$ cat src/rtl/ps2_pkg.sv
// Shared constants for the PS/2 key sequencer: scan codes, calculator key codes,
// prefix FSM state encoding and the decode result type.
package ps2_pkg;

   localparam logic [7:0] SC_E0    = 8'hE0;
   localparam logic [7:0] SC_F0    = 8'hF0;
   localparam logic [7:0] SC_0     = 8'h70;
   localparam logic [7:0] SC_1     = 8'h69;
   localparam logic [7:0] SC_2     = 8'h72;
   localparam logic [7:0] SC_3     = 8'h7A;
   localparam logic [7:0] SC_4     = 8'h6B;
   localparam logic [7:0] SC_5     = 8'h73;
   localparam logic [7:0] SC_6     = 8'h74;
   localparam logic [7:0] SC_7     = 8'h6C;
   localparam logic [7:0] SC_8     = 8'h75;
   localparam logic [7:0] SC_9     = 8'h7D;
   localparam logic [7:0] SC_ADD   = 8'h79;
   localparam logic [7:0] SC_SUB   = 8'h7B;
   localparam logic [7:0] SC_MUL   = 8'h7C;
   localparam logic [7:0] SC_DIV   = 8'h4A;
   localparam logic [7:0] SC_ENTER = 8'h5A;
   localparam logic [7:0] SC_BKSP  = 8'h66;
   localparam logic [7:0] SC_ESC   = 8'h76;

   localparam logic [4:0] KEY_0     = 5'd0;
   localparam logic [4:0] KEY_1     = 5'd1;
   localparam logic [4:0] KEY_2     = 5'd2;
   localparam logic [4:0] KEY_3     = 5'd3;
   localparam logic [4:0] KEY_4     = 5'd4;
   localparam logic [4:0] KEY_5     = 5'd5;
   localparam logic [4:0] KEY_6     = 5'd6;
   localparam logic [4:0] KEY_7     = 5'd7;
   localparam logic [4:0] KEY_8     = 5'd8;
   localparam logic [4:0] KEY_9     = 5'd9;
   localparam logic [4:0] KEY_ADD   = 5'd10;
   localparam logic [4:0] KEY_SUB   = 5'd11;
   localparam logic [4:0] KEY_MUL   = 5'd12;
   localparam logic [4:0] KEY_DIV   = 5'd13;
   localparam logic [4:0] KEY_ENTER = 5'd14;
   localparam logic [4:0] KEY_BKSP  = 5'd15;
   localparam logic [4:0] KEY_CLR   = 5'd16;

   localparam logic [1:0] S_IDLE = 2'd0;
   localparam logic [1:0] S_E0   = 2'd1;
   localparam logic [1:0] S_F0   = 2'd2;
   localparam logic [1:0] S_E0F0 = 2'd3;

   typedef struct packed {
      logic       hit;
      logic [4:0] code;
   } key_dec_t;

endpackage

$ cat src/rtl/ps2_key_fifo.sv
// Small first-word-fall-through FIFO for decoded keys; reports an overflow
// pulse when a push is refused because the FIFO is full and nothing pops.
module ps2_key_fifo #(
   parameter int DEPTH = 4,
   parameter int WIDTH = 5
) (
   input  logic             clk,
   input  logic             rst,
   input  logic             push,
   input  logic [WIDTH-1:0] din,
   input  logic             pop,
   output logic [WIDTH-1:0] dout,
   output logic             full,
   output logic             empty,
   output logic             overflow
);

   localparam int AW = $clog2(DEPTH);
   localparam logic [AW:0] FULL_CNT = (AW+1)'(DEPTH);

   logic [WIDTH-1:0] mem_q [DEPTH];
   logic [AW-1:0]    wr_ptr_q;
   logic [AW-1:0]    rd_ptr_q;
   logic [AW:0]      count_q;
   logic             do_push;
   logic             do_pop;

   assign full     = (count_q == FULL_CNT);
   assign empty    = (count_q == '0);
   assign do_pop   = pop && !empty;
   // A pop in the same cycle frees the slot, so a full FIFO can still accept.
   assign do_push  = push && (!full || do_pop);
   assign overflow = push && full && !do_pop;
   assign dout     = empty ? '0 : mem_q[rd_ptr_q];

   always_ff @(posedge clk) begin
      if (do_push) begin
         mem_q[wr_ptr_q] <= din;
      end
   end

   always_ff @(posedge clk or negedge rst) begin
      if (!rst) begin
         wr_ptr_q <= '0;
         rd_ptr_q <= '0;
         count_q  <= '0;
      end else begin
         if (do_push) begin
            wr_ptr_q <= wr_ptr_q + 1'b1;
         end
         if (do_pop) begin
            rd_ptr_q <= rd_ptr_q + 1'b1;
         end
         case ({do_push, do_pop})
            2'b10:   count_q <= count_q + 1'b1;
            2'b01:   count_q <= count_q - 1'b1;
            default: count_q <= count_q;
         endcase
      end
   end

endmodule

$ cat src/rtl/ps2_key_sequencer.sv
// Turns the raw PS/2 scan-code byte stream into calculator key codes, tracking
// E0/F0 prefixes, filtering breaks and typematic repeats, and buffering keys.
module ps2_key_sequencer
   import ps2_pkg::*;
#(
   parameter int DEPTH       = 4,
   parameter int TIMEOUT_CYC = 50000,
   parameter int REPEAT_EN   = 0
) (
   input  logic       clk,
   input  logic       rst,
   input  logic [7:0] rx_data,
   input  logic       rx_valid,
   output logic [4:0] key_code,
   output logic       key_valid,
   input  logic       key_ready,
   output logic       ovf,
   input  logic       ovf_clr,
   output logic       prefix_busy
);

   localparam int TW = $clog2(TIMEOUT_CYC + 1);
   localparam logic [TW-1:0] TO_LAST = TW'(TIMEOUT_CYC - 1);

   function automatic key_dec_t decode_scan(input logic [7:0] sc, input logic ext);
      key_dec_t d;
      d.hit  = 1'b1;
      d.code = KEY_0;
      if (ext) begin
         case (sc)
            SC_DIV:   d.code = KEY_DIV;
            SC_ENTER: d.code = KEY_ENTER;
            default:  d.hit  = 1'b0;
         endcase
      end else begin
         case (sc)
            SC_0:     d.code = KEY_0;
            SC_1:     d.code = KEY_1;
            SC_2:     d.code = KEY_2;
            SC_3:     d.code = KEY_3;
            SC_4:     d.code = KEY_4;
            SC_5:     d.code = KEY_5;
            SC_6:     d.code = KEY_6;
            SC_7:     d.code = KEY_7;
            SC_8:     d.code = KEY_8;
            SC_9:     d.code = KEY_9;
            SC_ADD:   d.code = KEY_ADD;
            SC_SUB:   d.code = KEY_SUB;
            SC_MUL:   d.code = KEY_MUL;
            SC_ENTER: d.code = KEY_ENTER;
            SC_BKSP:  d.code = KEY_BKSP;
            SC_ESC:   d.code = KEY_CLR;
            default:  d.hit  = 1'b0;
         endcase
      end
      return d;
   endfunction

   logic [1:0]    state_q, state_d;
   logic [TW-1:0] timer_q, timer_d;
   logic          held_valid_q, held_valid_d;
   logic [8:0]    held_key_q, held_key_d;
   logic          ovf_q, ovf_d;

   logic       make_ev;
   logic       break_ev;
   logic       ev_ext;
   logic [8:0] ev_key;
   logic       repeat_hit;
   key_dec_t   dec;
   logic       push;
   logic       pop;
   logic       fifo_empty;
   logic       fifo_ovf;
   logic       unused_full;

   always_comb begin
      state_d  = state_q;
      timer_d  = timer_q;
      make_ev  = 1'b0;
      break_ev = 1'b0;
      ev_ext   = 1'b0;
      if (rx_valid) begin
         timer_d = '0;
         case (state_q)
            S_IDLE: begin
               if (rx_data == SC_E0)      state_d = S_E0;
               else if (rx_data == SC_F0) state_d = S_F0;
               else                       make_ev = 1'b1;
            end
            S_E0: begin
               if (rx_data == SC_F0) begin
                  state_d = S_E0F0;
               end else if (rx_data != SC_E0) begin
                  make_ev = 1'b1;
                  ev_ext  = 1'b1;
                  state_d = S_IDLE;
               end
            end
            S_F0: begin
               // A second prefix after F0 is malformed; abandon silently.
               state_d  = S_IDLE;
               break_ev = (rx_data != SC_E0) && (rx_data != SC_F0);
            end
            default: begin
               break_ev = 1'b1;
               ev_ext   = 1'b1;
               state_d  = S_IDLE;
            end
         endcase
      end else if (state_q != S_IDLE) begin
         if (timer_q == TO_LAST) begin
            state_d = S_IDLE;
            timer_d = '0;
         end else begin
            timer_d = timer_q + 1'b1;
         end
      end
   end

   // The held key is the physical key (extension bit plus scan code), so
   // keypad Enter and main Enter are tracked as different keys.
   assign ev_key     = {ev_ext, rx_data};
   assign dec        = decode_scan(rx_data, ev_ext);
   assign repeat_hit = held_valid_q && (held_key_q == ev_key);

   always_comb begin
      held_valid_d = held_valid_q;
      held_key_d   = held_key_q;
      push         = 1'b0;
      if (make_ev && dec.hit) begin
         if ((REPEAT_EN != 0) || !repeat_hit) begin
            push         = 1'b1;
            held_valid_d = 1'b1;
            held_key_d   = ev_key;
         end
      end else if (break_ev && dec.hit && repeat_hit) begin
         held_valid_d = 1'b0;
      end
   end

   assign pop   = key_valid && key_ready;
   assign ovf_d = fifo_ovf ? 1'b1 : (ovf_clr ? 1'b0 : ovf_q);

   ps2_key_fifo #(
      .DEPTH (DEPTH),
      .WIDTH (5)
   ) u_fifo (
      .clk      (clk),
      .rst      (rst),
      .push     (push),
      .din      (dec.code),
      .pop      (pop),
      .dout     (key_code),
      .full     (unused_full),
      .empty    (fifo_empty),
      .overflow (fifo_ovf)
   );

   always_ff @(posedge clk or negedge rst) begin
      if (!rst) begin
         state_q      <= S_IDLE;
         timer_q      <= '0;
         held_valid_q <= 1'b0;
         held_key_q   <= '0;
         ovf_q        <= 1'b0;
      end else begin
         state_q      <= state_d;
         timer_q      <= timer_d;
         held_valid_q <= held_valid_d;
         held_key_q   <= held_key_d;
         ovf_q        <= ovf_d;
      end
   end

   assign key_valid   = !fifo_empty;
   assign ovf         = ovf_q;
   assign prefix_busy = (state_q != S_IDLE);

endmodule

$ cat config.mk
export PLATFORM = sky130hd
export DESIGN_NAME = ps2_key_sequencer
export DESIGN_NICKNAME = d
export VERILOG_FILES = /design/src/rtl/ps2_pkg.sv /design/src/rtl/ps2_key_fifo.sv /design/src/rtl/ps2_key_sequencer.sv
export SDC_FILE = /design/constraint.sdc
export NUM_CORES = 1
export LEC_CHECK = 0
export ABC_CLOCK_PERIOD_IN_PS = 3400
export CORE_ASPECT_RATIO = 2
export CORE_MARGIN = 4
export CORE_UTILIZATION = 50
export CTS_CLUSTER_DIAMETER = 40
export DETAILED_ROUTE_END_ITERATION = 8
export GPL_ROUTABILITY_DRIVEN = 0
export PLACE_DENSITY = 0.69
export RECOVER_POWER = 25
export SYNTH_ARGS = -nofsm -noshare
export SYNTH_HDL_FRONTEND = slang
export SYNTH_SLANG_ARGS = --single-unit
export TNS_END_PERCENT = 1
$ cat constraint.sdc
create_clock -name clk -period 3.4 [get_ports clk]
set_input_delay 0.34 -clock clk [delete_from_list [all_inputs] [get_ports clk]]
set_output_delay 0.34 -clock clk [all_outputs]
set_load 0.05 [all_outputs]
=== After elaboration in Yosys (flattened, before gate mapping) ===
Memories as Yosys holds them, arrays and structs flattened.
Cells that the tools add are included.

* Muxes and demuxes: 37
* Equal/unequal tests: 31
* $add $sub $neg: 5
* Reduce and logical (&&, ||, !) cells: 29
* Bitwise gates (word level): 1

{| class="wikitable"
|+ Operators with widths
! cell !! number
|-
| $eq 8x7->1 const B || 17
|-
| $pmux 5 s15 || 1
|-
| $mux 16 || 3
|-
| $mux 1 || 18
|-
| $add 16x1->16 const B || 1
|-
| $eq 16x16->1 const B || 1
|-
| $eq 8x8->1 const B || 2
|-
| $ne 8x8->1 const B || 2
|-
| $reduce_or 16->1 || 1
|-
| $mux 2 || 7
|-
| $reduce_bool 2->1 || 6
|-
| $logic_and 1x1->1 || 10
|-
| $eq 9x9->1 || 1
|-
| $ne 4x4->1 const B || 2
|-
| $pmux 4 s2 || 1
|-
| $mux 6 || 1
|-
| $pmux 1 s2 || 3
|-
| $pmux 3 s2 || 1
|-
| $reduce_or 2->1 || 3
|-
| $mux 5 || 1
|-
| $add 2x1->2 const B || 2
|-
| $eq 2x1->1 const B || 2
|-
| $eq 2x2->1 const B || 2
|-
| $pmux 2 s2 || 1
|-
| other kinds (11) || 14
|}

* Memories: 1
* Register bits: 36
* Memory bits (writable): 20
* Logic and storage cells: 112

{| class="wikitable"
|+ Memories
! memory !! words !! bits a word !! read ports !! clocked after memory_dff !! write ports !! line !! source
|-
| u_fifo.mem_q || 4 || 5 || 1 || 0 || 1 || ps2_key_fifo.sv:21 || <nowiki>logic [WIDTH-1:0] mem_q [DEPTH];</nowiki>
|}

=== Longest topological paths before layout ===
* Depth after elaboration: 12
* Mapped depth: 14
* Depth with buffers taken out: 12

=== Modules after synthesis ===
From an unflattened synthesis, not the netlist that was laid out.

* Cells, all modules: 283
* Area total of the unflattened synthesis: 3144.3 µm²

{| class="wikitable"
|+ By module, submodules not included
! module !! cells an instance !! instances !! area each (µm²) !! sequential area each (µm²)
|-
| ps2_key_sequencer || 210 || 1 || 1936.9 || 725.7
|-
| ps2_key_fifo || 73 || 1 || 1207.4 || 775.7
|}

=== Worst setup path before layout ===
Ideal clock, no wire load.

* Kind: input-to-reg
* Start: input rx_data[0]
* End: register u_fifo.count_q[2]
* Path slack: 874 ps
* Buffers on the path: 2
* Stages: 14
* Data arrival time: 2401 ps
* Cell sequence: buf_6 nor4b_2 nand4b_2 o211ai_2 buf_6 o311ai_1 a21oi_2 inv_1 ha_1 inv_1 fa_1 xor2_1 nor2_1 xor2_1

* Word-level cells in the longest chain between the ends: 12
* Elaborated cells between the ends (all ways): 43
* Classes of those cells: eq/ne (23); mux (14); reduce/logical (6)

{| class="wikitable"
|+ Ends and longest elaborated chain
! element !! line !! source
|-
| start, declared || ps2_key_sequencer.sv:12 || <nowiki>input logic [7:0] rx_data,</nowiki>
|-
| $ne 8x8->1 || ps2_key_sequencer.sv:94 || <nowiki>end else if (rx_data != SC_E0) begin</nowiki>
|-
| $mux 1 || ps2_key_sequencer.sv:94 ||
|-
| $mux 1 || ps2_key_sequencer.sv:92 || <nowiki>if (rx_data == SC_F0) begin</nowiki>
|-
| $pmux 1 s2 || ps2_key_sequencer.sv:85 || <nowiki>case (state_q)</nowiki>
|-
| $mux 1 || ps2_key_sequencer.sv:83 || <nowiki>if (rx_valid) begin</nowiki>
|-
| $eq 9x9->1 || ps2_key_sequencer.sv:125 || <nowiki>assign repeat_hit = held_valid_q && (held_key_q == ev_key);</nowiki>
|-
| $logic_and 1x1->1 || ps2_key_sequencer.sv:125 ||
|-
| $mux 1 || ps2_key_sequencer.sv:132 || <nowiki>if ((REPEAT_EN != 0) || !repeat_hit) begin</nowiki>
|-
| $mux 1 * || ps2_key_sequencer.sv:131 || <nowiki>if (make_ev && dec.hit) begin</nowiki>
|-
| $logic_and 1x1->1 * || ps2_key_fifo.sv:32 || <nowiki>assign do_push = push && (!full || do_pop);</nowiki>
|-
| $eq 2x1->1 or $eq 2x2->1 (tied branches) || ps2_key_fifo.sv:54 || <nowiki>case ({do_push, do_pop})</nowiki>
|-
| $pmux 3 s2 or $reduce_bool 2->1 (tied branches) || - ||
|-
| end signal, assigned || ps2_key_fifo.sv:55 || <nowiki>2'b10: count_q <= count_q + 1'b1;</nowiki>
|-
| end signal, assigned || ps2_key_fifo.sv:56 || <nowiki>2'b01: count_q <= count_q - 1'b1;</nowiki>
|-
| end signal, assigned || ps2_key_fifo.sv:57 || <nowiki>default: count_q <= count_q;</nowiki>
|-
| end, declared || ps2_key_fifo.sv:24 || <nowiki>logic [AW:0] count_q;</nowiki>
|}

Every way passes the cells marked *; elsewhere a longest branch is shown, timed or not.
A chain may end at the register's enable or synchronous reset.

=== Final worst setup path ===
* Start: input rx_data[3]
* End: register u_fifo.count_q[2]

The elaborated chain is that of the path after synthesis.

==> run metrics <==
status=complete, but fails checks; failing checks=capacitance limit, slew limit; first-pass GRT wire length=10,200 um; setup TNS=0 ns; pin count of the biggest net entering global routing=37; number of remaining DRC errors=0; port bufs=20; Combinational Power Share=31.0%; Root Buffer=clkbuf_16; async set or reset register ratio after synthesis=64.3%; Fmax=roughly 0.36 GHz; gr usage total=17.2%; Top FF cell, synth=dfrtp_1; Worst-Margin Slew=1.99 ns; post-route ant nets=0; # fillers=517; clock period minus worst slack=2.81 ns; most frequent cells in the layout=36 x dfrtp_1, 23 x nor2_1, 20 x xor2_1, 20 x edfxtp_1, 19 x clkdlybuf4s50_1; power per cell area=around 560 mW/mm^2; CTS Buf Count=5; CTS Sinks=56; Core Region=0.00601 mm^2; CTS Buffer Depth=2; die height=between 100 and 150 um; antenna diode count=0; fin nets=321; average wire per standard cell=16.4 um; Synth Instances=279; Fin Clk Skew=0.00890 ns; Area growth syn-to-layout=12.5%; VDD IR-drop max=0.000299 V; Pleak=between 1 and 1.5 nW; Sw Share=33.0%; Clock Latency Late Sink=0.30 ns; Hold Vio Cnt, Final=0; Avg Vias per Cell=just under 6; RSZ-0062 raised after global routing=false; final period utilization=82.7%; Internal=around 1.3 mW; DP Wirelength=4450 um; total congestion overflow=0; Cell Area, Synth=0.00311 mm^2; synth warn=0; CP Launch Type=primary input; Worst-path clk slew=approximately 0.070 ns; CTS HTree Levels=2; critical path fanouts, max=9; # IOs=21; register area share after synthesis=48.3%; Max Cap Viol=1; Slew Limit Fails=37; vias in the first global route=2,119; setup violators final=0; Initial Utilization=between 50 and 60%; CP Data Required Time=3.59 ns; Syn Area/Cell=around 11 um^2; placed insts=357; drt initial violations=87; clock share of power=25.8%; Crit. End Element=flop; commonest non-fill, non-tap cell in the layout=dfrtp_1; initial antenna violation count=0; Psw=0.651 mW; CTS tree=done; Post-synth EDFFs=20; row cnt=40; postcts setup bufs=0; Post-CTS Hold Buffers=0; die area=0.00763 mm^2; drt first pass iters=4; cts repair resizes=0; Die Wd=63.8 um; count of distinct cell types in the synthesized netlist=59; Slew headroom=-32.8%; Setup CP Type=in -> reg; Synth Register Bits=56; Final Non-Filler Cells=roughly 370; Vias=around 2,100; Min-Delay Path Class=reg -> reg; Post-Syn Nets=299; share of layout cells above drive strength 1=12.9%; final WL=5970 um; crit path DAT=3.00 ns; sequential power share=43.2%
metal layers:
| metal | vias up | global-route usage, % | wire length (um) |
|---|---|---|---|
| met5 | - | 0 | 0 |
| li1 | 1029 | - | - |
| met2 | 29 | 30.3 | 3330 |
| met3 | 10 | 2.90 | 180 |
| met1 | 1039 | 20.0 | 2330 |
| met4 | 0 | 7.71 | 128 |
Yosys cell counts, types with 2 or more instances:
cell	count	area share, %
nor4_1	3	0.60
o211ai_1	3	0.72
clkbuf_1	6	0.72
nand4_1	2	0.40
o21ai_0	14	2.3
ha_1	6	2.4
nand3b_1	4	0.97
nor4b_1	2	0.56
xor2_1	20	5.6
nor2_1	23	2.8
nand2_1	18	2.2
nor2b_1	2	0.40
and2b_1	2	0.48
nor3b_1	2	0.48
and3_1	4	0.80
and2_1	11	2.2
mux4_2	5	3.6
a21oi_1	5	0.80
mux2i_1	2	0.64
xnor2_1	9	2.5
or3_1	2	0.40
nand2b_1	2	0.40
buf_6	5	1.8
inv_1	11	1.3
a31oi_1	2	0.40
edfxtp_1	20	19
mux2_4	6	2.9
nand3_1	17	2.7
nor3_1	6	0.97
dfrtp_1	36	29
final timing paths:
kind	start	endpoint	slack, ns	cells after the start
max	rx_data[3]	u_fifo.count_q[2]	0.59	14
min	u_fifo.count_q[2]	u_fifo.count_q[2]	0.49	1
max reg2reg	held_key_q[4]	u_fifo.count_q[2]	0.75	12
min reg2reg	u_fifo.count_q[2]	u_fifo.count_q[2]	0.49	1
max in group asynchronous	rst	u_fifo.wr_ptr_q[0]	1.66	1
min in group asynchronous	rst	timer_q[2]	0.60	1
critical path, cell delays in order:
cell	delay [ns]
clkdlybuf4s50_1	0.69
buf_4	0.23
nor2b_1	0.12
o21ai_0	0.10
a311oi_2	0.37
o21ai_2	0.12
a21oi_2	0.16
inv_1	0.06
ha_1	0.20
inv_1	0.07
fa_1	0.18
xor2_1	0.15
nor2_1	0.06
xor2_1	0.14
cells by family (layout without fill, tap and decap cells):
kind of cell	after synthesis	after routing	synth area share (%)
AO/OA/AOI/OAI	41	41	9.41
flip-flops	56	56	48.3
AND/OR/NAND/NOR	106	106	19.0
multiplexers	14	14	7.52
buffers and inverters	26	49	4.62
XOR/XNOR	29	29	8.16
adder cells (fa/ha/maj)	7	7	3.06
registers in the layout (all words and copies together), names as in the netlist:
register / flops
u_fifo.rd_ptr_q: 2
u_fifo.mem_q: 20
timer_q: 16
u_fifo.wr_ptr_q: 2
u_fifo.count_q: 3
state_q: 2
held_key_q: 9
held_valid_q: 1
ovf: 1
stage by stage:
step	setup WS [ns]	instance area, um^2	total power, mW	hold slack, ns	util, %
6_report	0.588	3500	1.97	0.493	58.3
5_1_grt	0.396	3500	2.08	0.516	58.3
4_1_cts	0.594	3500	2.00	0.162	58.3
3_5_place_dp	0.274	3360	1.49	0.481	55.9
3_3_place_gp	0.324	3360	1.47	0.473	55.9
2_1_floorplan	0.874	3110	1.31	0.0444	-
power groups by stage:
stage	Combinational [mW]	Clock, mW	Sequential [mW]
floorplan	0.490	0	0.820
global placement	0.608	0	0.864
detailed placement	0.618	0	0.870
CTS	0.621	0.527	0.855
global route	0.665	0.551	0.867
finish	0.611	0.509	0.853
cell type report:
type / count / area (um^2) / area share, %
multi-input cells: 197 / 1470 / 41.9
clock buffers: 5 / 125 / 3.57
inverters: 11 / 41.3 / 1.18
clock inverters: 3 / 18.8 / 0.536
flip-flops and latches: 56 / 1500 / 42.9
well taps: 63 / 78.8 / 2.25
repair buffers: 30 / 269 / 7.68
Power figures use the tool's default switching activity.
